--- src/rtl/ram_rd_check.sv ---
// Read-back checker for the dual-port RAM exercise: it compares every read word
// against its own address, accounting for RAM read latency, and reports per round.
module ram_rd_check #(
  parameter int ADDR_W          = 5,
  parameter int DATA_W          = 8,
  parameter int RD_LATENCY      = 1,
  parameter int READS_PER_ROUND = 16
) (
  input  logic              clk,
  input  logic              rst_n,
  input  logic              ram_en_a,
  input  logic              ram_en_b,
  input  logic              ram_we_a,
  input  logic              ram_we_b,
  input  logic [ADDR_W-1:0] ram_addr_a,
  input  logic [ADDR_W-1:0] ram_addr_b,
  input  logic [DATA_W-1:0] ram_rd_data_a,
  input  logic [DATA_W-1:0] ram_rd_data_b,
  output logic              chk_done,
  output logic              round_ok,
  output logic              err_flag,
  output logic [15:0]       err_cnt_a,
  output logic [15:0]       err_cnt_b,
  output logic [15:0]       round_cnt,
  output logic              first_err_port,
  output logic [ADDR_W-1:0] first_err_addr,
  output logic [DATA_W-1:0] first_err_data
);

  typedef enum logic [2:0] {
    S_IDLE,
    S_WRITE,
    S_READ,
    S_DRAIN,
    S_REPORT
  } state_t;

  state_t state, state_nxt;

  // Port 0 is A, port 1 is B throughout.
  logic [1:0]        smp;
  logic [ADDR_W-1:0] addr_in [2];
  logic [DATA_W-1:0] data_in [2];

  assign smp        = {ram_en_b & ~ram_we_b, ram_en_a & ~ram_we_a};
  assign addr_in[0] = ram_addr_a;
  assign addr_in[1] = ram_addr_b;
  assign data_in[0] = ram_rd_data_a;
  assign data_in[1] = ram_rd_data_b;

  logic [RD_LATENCY-1:0] vld [2];
  logic [ADDR_W-1:0]     adr [2][RD_LATENCY];

  // NOTE: sequential state uses non-blocking assignments so every flop sees pre-edge values.
  always_ff @(posedge clk or negedge rst_n) begin
    if (!rst_n) begin
      vld[0] <= '0;
      vld[1] <= '0;
    end else begin
      for (int p = 0; p < 2; p++) begin
        vld[p][0] <= smp[p];
        for (int i = 1; i < RD_LATENCY; i++) vld[p][i] <= vld[p][i-1];
      end
    end
  end

  // NOTE: the address pipe needs no reset; its valid bit gates every use of it.
  always_ff @(posedge clk) begin
    for (int p = 0; p < 2; p++) begin
      adr[p][0] <= addr_in[p];
      for (int i = 1; i < RD_LATENCY; i++) adr[p][i] <= adr[p][i-1];
    end
  end

  logic [1:0]        cmp, mis;
  logic [DATA_W-1:0] exp_w [2];

  always_comb begin
    // NOTE: every combinational output gets a default first, so no latch is inferred.
    cmp = '0;
    mis = '0;
    for (int p = 0; p < 2; p++) begin
      exp_w[p] = DATA_W'(adr[p][RD_LATENCY-1]);
      cmp[p]   = vld[p][RD_LATENCY-1];
      mis[p]   = cmp[p] && (data_in[p] != exp_w[p]);
    end
  end

  // FSM: state register
  logic [2:0] drain_cnt;

  always_ff @(posedge clk or negedge rst_n) begin
    if (!rst_n) state <= S_IDLE;
    else        state <= state_nxt;
  end

  // FSM: next state, sequenced by port A's phase
  always_comb begin
    state_nxt = state;
    unique case (state)
      S_IDLE:   if (ram_en_a && ram_we_a)       state_nxt = S_WRITE;
                else if (ram_en_a)              state_nxt = S_READ;
      S_WRITE:  if (ram_en_a && !ram_we_a)      state_nxt = S_READ;
      S_READ:   if (!ram_en_a || ram_we_a)      state_nxt = S_DRAIN;
      S_DRAIN:  if (drain_cnt == 3'(RD_LATENCY - 1)) state_nxt = S_REPORT;
      S_REPORT: if (ram_en_a && ram_we_a)       state_nxt = S_WRITE;
                else if (ram_en_a)              state_nxt = S_READ;
                else                            state_nxt = S_IDLE;
      default:                                  state_nxt = S_IDLE;
    endcase
  end

  // FSM: state decodes
  logic in_drain, in_report, report_nxt;

  always_comb begin
    in_drain   = (state == S_DRAIN);
    in_report  = (state == S_REPORT);
    report_nxt = (state_nxt == S_REPORT);
  end

  always_ff @(posedge clk or negedge rst_n) begin
    if (!rst_n)        drain_cnt <= '0;
    else if (in_drain) drain_cnt <= drain_cnt + 3'd1;
    else               drain_cnt <= '0;
  end

  // Round accounting; REPORT restarts the round but keeps its own cycle's comparisons.
  logic [7:0] rd_cnt [2];
  logic [7:0] rd_cnt_nxt [2];
  logic       round_fail, round_fail_nxt;

  always_comb begin
    round_fail_nxt = (in_report ? 1'b0 : round_fail) | (|mis);
    for (int p = 0; p < 2; p++) begin
      rd_cnt_nxt[p] = in_report ? 8'd0 : rd_cnt[p];
      if (cmp[p] && rd_cnt_nxt[p] != 8'hFF) rd_cnt_nxt[p] = rd_cnt_nxt[p] + 8'd1;
    end
  end

  logic [15:0] err_cnt [2];
  logic        first_seen;

  assign err_cnt_a = err_cnt[0];
  assign err_cnt_b = err_cnt[1];

  always_ff @(posedge clk or negedge rst_n) begin
    if (!rst_n) begin
      chk_done       <= 1'b0;
      round_ok       <= 1'b0;
      err_flag       <= 1'b0;
      err_cnt[0]     <= '0;
      err_cnt[1]     <= '0;
      round_cnt      <= '0;
      first_seen     <= 1'b0;
      first_err_port <= 1'b0;
      first_err_addr <= '0;
      first_err_data <= '0;
      rd_cnt[0]      <= '0;
      rd_cnt[1]      <= '0;
      round_fail     <= 1'b0;
    end else begin
      chk_done   <= report_nxt;
      round_fail <= round_fail_nxt;
      rd_cnt     <= rd_cnt_nxt;
      if (report_nxt) begin
        round_cnt <= round_cnt + 16'd1;
        round_ok  <= !round_fail_nxt
                     && rd_cnt_nxt[0] == 8'(READS_PER_ROUND)
                     && rd_cnt_nxt[1] == 8'(READS_PER_ROUND);
      end
      for (int p = 0; p < 2; p++)
        if (mis[p] && err_cnt[p] != 16'hFFFF) err_cnt[p] <= err_cnt[p] + 16'd1;
      if (|mis) err_flag <= 1'b1;
      // Port A takes priority when both ports fail in the same cycle.
      if (!first_seen && |mis) begin
        first_seen     <= 1'b1;
        first_err_port <= !mis[0];
        first_err_addr <= mis[0] ? adr[0][RD_LATENCY-1] : adr[1][RD_LATENCY-1];
        first_err_data <= mis[0] ? data_in[0] : data_in[1];
      end
    end
  end

endmodule

--- config.mk ---
export PLATFORM = sky130hd
export DESIGN_NAME = ram_rd_check
export DESIGN_NICKNAME = d
export VERILOG_FILES = /design/src/rtl/ram_rd_check.sv
export SDC_FILE = /design/constraint.sdc
export NUM_CORES = 1
export LEC_CHECK = 0
export ABC_CLOCK_PERIOD_IN_PS = 3100
export BUFFER_PORTS_ARGS = -buffer_cell sky130_fd_sc_hd__buf_4
export CORE_ASPECT_RATIO = 1.25
export CORE_MARGIN = 3
export CORE_UTILIZATION = 49
export CTS_CLUSTER_DIAMETER = 50
export DETAILED_ROUTE_END_ITERATION = 7
export HOLD_SLACK_MARGIN = 0.03
export PLACE_DENSITY = 0.76
export REMOVE_ABC_BUFFERS = 1
export SLEW_MARGIN = 20
export SYNTH_ARGS = -nofsm -noshare
export SYNTH_HDL_FRONTEND = slang
export SYNTH_SLANG_ARGS = --single-unit
--- constraint.sdc ---
create_clock -name clk -period 3.1 [get_ports clk]
set_clock_uncertainty 0.2 [all_clocks]
set_input_delay 0.62 -clock clk [delete_from_list [all_inputs] [get_ports clk]]
set_output_delay 0.62 -clock clk [all_outputs]
set_load 0.02 [all_outputs]
==> flow_metrics.env <==
export IMPL_startpoint_type="register"
export IMPL_antenna_diode_count=0
export IMPL_vdd_ir_drop_max_uv=372.4
export IMPL_std_cell_rows=38
export IMPL_drt_pass1_iterations=4
export IMPL_synthesized_area_fraction_occupied_by_ao_oa_aoi_and_oai_cells=0.07542
export IMPL_grt_overflow=0
export IMPL_critical_path_max_fanout=8
export IMPL_fp_dieW_um=92.15
export IMPL_net_count_final=557
export IMPL_postCtsHoldBufs=0
export IMPL_grt_antenna_before_repair=0
export IMPL_via_count_of_the_first_global_routing_pass=3443
export IMPL_timing_reg2reg_worst_path_depth=9
export IMPL_post_synth_inst_count=415
export IMPL_starting_utilization_of_the_core_area=0.5140
export IMPL_layout_cells_most_common_list="buf_4, dfrtp_1, nor2_1"
export IMPL_area_growth_pct=24.28
export IMPL_yosys_mux_area_fraction=0.03165
export IMPL_fp_coreArea_sq_um=8843
export IMPL_place_gp_congestion=0.8121
export IMPL_synth_simple_gate_area_share=0.2026
export IMPL_route_detailed_wl_per_inst_um=14.73
export IMPL_post_synthesis_mean_instance_area_sq_um=10.95
export IMPL_wire_length_of_the_first_global_routing_pass_um=15950
export IMPL_worst_slew_pin_slew_ps=618.2
export IMPL_num_cts_buffers=9
export IMPL_grt_max_degree=51
export IMPL_ant_nets=0
export IMPL_setup_viol=0
export IMPL_dp_final_hpwl_um=7116
export IMPL_fmax_ghz=0.3454
export IMPL_clockRootBuffer="clkbuf_8"
export IMPL_layout_worst_path_cycle_share=0.9340
export IMPL_synth_edff_count=0
export IMPL_outcome="completed"
export IMPL_worstReg2RegEnd="round_ok$_DFFE_PN0P_"
export IMPL_layout_core_utilization=0.6388
export IMPL_worst_skew_pair_late_latency_ps=370
export IMPL_postSynth_asyncResetShare=0.9010
export IMPL_num_vias=3438
export IMPL_finalWorstSetupSlack_ps=204.6
export IMPL_rsz0062_at_grt="no"
export IMPL_power_total_uw=3845
export IMPL_cts_resized_gates=0
export IMPL_crit_type="reg2reg"
export IMPL_die_area_sq_um=10480
export IMPL_die_h_um=113.7
export IMPL_htree_num_levels=3
export IMPL_drc_errors=0
export IMPL_tritoncts_sink_count=101
export IMPL_final_common_cell="buf_4"
export IMPL_cp_required_ps=3160
export IMPL_viasPerCell=5.339
export IMPL_mappedNetlistArea_sq_um=4546
export IMPL_min_path_type="in2async"
export IMPL_layout_drive_gt1_share=0.2595
export IMPL_postCtsSetupRepairBufs=0
export IMPL_tritoncts="yes"
export IMPL_synth_main_ff_cell="dfrtp_1"
export IMPL_dpl_worst_slack_ps=232.3
export IMPL_worst_r2r_setup_slack_ps=200
export IMPL_io_pin_count=97
export IMPL_maxSlewHeadroom=0.5879
export IMPL_yosys_area_share_adder=0.01652
export IMPL_synth_cell_types=52
export IMPL_power_density_nw_per_um2=680.7
export IMPL_gr_usage_all_layers=0.1903
export IMPL_clkTransAtPathRegs_ps=90
export IMPL_drt_iter0_markers=160
export IMPL_timing_final_crit_period_ps=2895
export IMPL_yosysWarningCount=0
export IMPL_final_max_slew_violation_count=0
export IMPL_clk_path_buf_depth=2
export IMPL_cap_viol_max_count=0
export IMPL_synth_top_family_by_area="simple AND/OR/NAND/NOR gates"
export IMPL_hold_viol=0
export IMPL_leakage_power_uw=0.002650
export IMPL_crit_path_end_kind="register"
export IMPL_ys_ff_latch=101
export IMPL_seq_area_frac_synth=0.5450
export IMPL_totalWireLength_um=9485
export IMPL_crit_arrival_ps=2960
export IMPL_total_of_buffers_placed_on_input_and_output_ports=96
export IMPL_rr_startpoint="state[2]$_DFF_PN0_"
export IMPL_synth_xor_area_share=0.1079
[stage by stage]
step	hold slack, ps	TNS [ps]	instances	instance area [sq um]
floorplan	124.4	-8616	404	4484
global placement	247.1	0	628	5435
detailed placement	253.3	0	628	5435
CTS	73.95	0	644	5649
global route	91.43	0	644	5649
finish	65.97	0	644	5649
[registers in the layout, indices dropped and copies added, names as in the netlist]
name and count:
err_cnt_a 16, err_cnt_b 16, rd_cnt 16, round_cnt 16, adr 10, first_err_data 8
first_err_addr 5, drain_cnt 3, state 3, cmp 2, chk_done 1, err_flag 1
first_err_port 1, first_seen 1, round_fail 1, round_ok 1
[power by group]
group	leakage [uW]	switching, uW	total (uW)	internal, uW
logic	0.00129	595	1120	525
registers	0.00125	272	1830	1560
clock network	0.000107	435	890	455
[cells in the mapped netlist, types with 2 or more instances]
cell type / number / area share
a211oi_1: 6 / 0.0099
a21o_1: 2 / 0.0033
a21oi_1: 21 / 0.023
a31oi_1: 5 / 0.0069
a41oi_1: 2 / 0.0039
and2_1: 4 / 0.0055
and3_1: 10 / 0.014
and4_1: 7 / 0.013
buf_2: 4 / 0.0044
buf_4: 2 / 0.0033
clkbuf_1: 4 / 0.0033
dfrtp_1: 91 / 0.50
dfxtp_1: 10 / 0.044
ha_1: 6 / 0.017
inv_1: 9 / 0.0074
mux2_2: 3 / 0.0074
mux2i_1: 11 / 0.024
nand2_1: 30 / 0.025
nand2b_1: 2 / 0.0028
nand3_1: 16 / 0.018
nand4_1: 19 / 0.026
nor2_1: 37 / 0.031
nor2b_1: 2 / 0.0028
nor3_1: 17 / 0.019
nor3b_1: 3 / 0.0050
nor4_1: 4 / 0.0055
o21ai_0: 4 / 0.0044
or2_2: 3 / 0.0041
or4_1: 4 / 0.0066
xnor2_1: 36 / 0.069
xor2_1: 20 / 0.039
[worst max-delay path, stage by stage, from the launching register on]
cell,delay [ps]
dfrtp_1,400
or3b_4,440
and2_1,190
ha_1,250
and4_1,210
nand2_1,130
a21oi_1,90
nand4bb_1,180
or4_1,420
o41ai_2,280
[worst max-delay path by stage]
stage                                   from                            end  slack [ps]  depth (start not counted)
after floorplan             ram_rd_data_a[0]  first_err_data[5]$_DFFE_PN0P_        -630                          6
after global placement    state[2]$_DFF_PN0_           round_ok$_DFFE_PN0P_         300                          9
after detailed placement  state[2]$_DFF_PN0_           round_ok$_DFFE_PN0P_         230                          9
after CTS                 state[2]$_DFF_PN0_           round_ok$_DFFE_PN0P_         210                          9
after global routing      state[2]$_DFF_PN0_           round_ok$_DFFE_PN0P_          10                          9
final                     state[2]$_DFF_PN0_           round_ok$_DFFE_PN0P_         200                          9
[layer usage]
| metal | GRT usage | wire length, um | share of wire |
|---|---|---|---|
| met5 | 0 | 0 | 0 |
| met4 | 0.07037 | 132 | 0.014 |
| met3 | 0.05607 | 564 | 0.059 |
| met2 | 0.3212 | 4751 | 0.50 |
| met1 | 0.2316 | 4036 | 0.43 |
[area by class of cell]
class | instances | area [sq um]
tap | 120 | 150.1
sequential | 101 | 2477
clock buffer | 10 | 127.6
inverter | 9 | 33.78
multi-input combinational | 294 | 1981
fill | 749 | 3194
clock inverter | 6 | 86.33
timing repair buffer | 104 | 793.3
[kinds of logic after synthesis]
family | count (synthesis)
muxes | 14
and+or+nand+nor | 168
xor gates and xnor gates | 56
buffers and inverters | 20
AOI/OAI and AO/OA | 50
adders and majority gates | 6
DFF | 101
No activity file was read; power rests on OpenSTA's default activity.
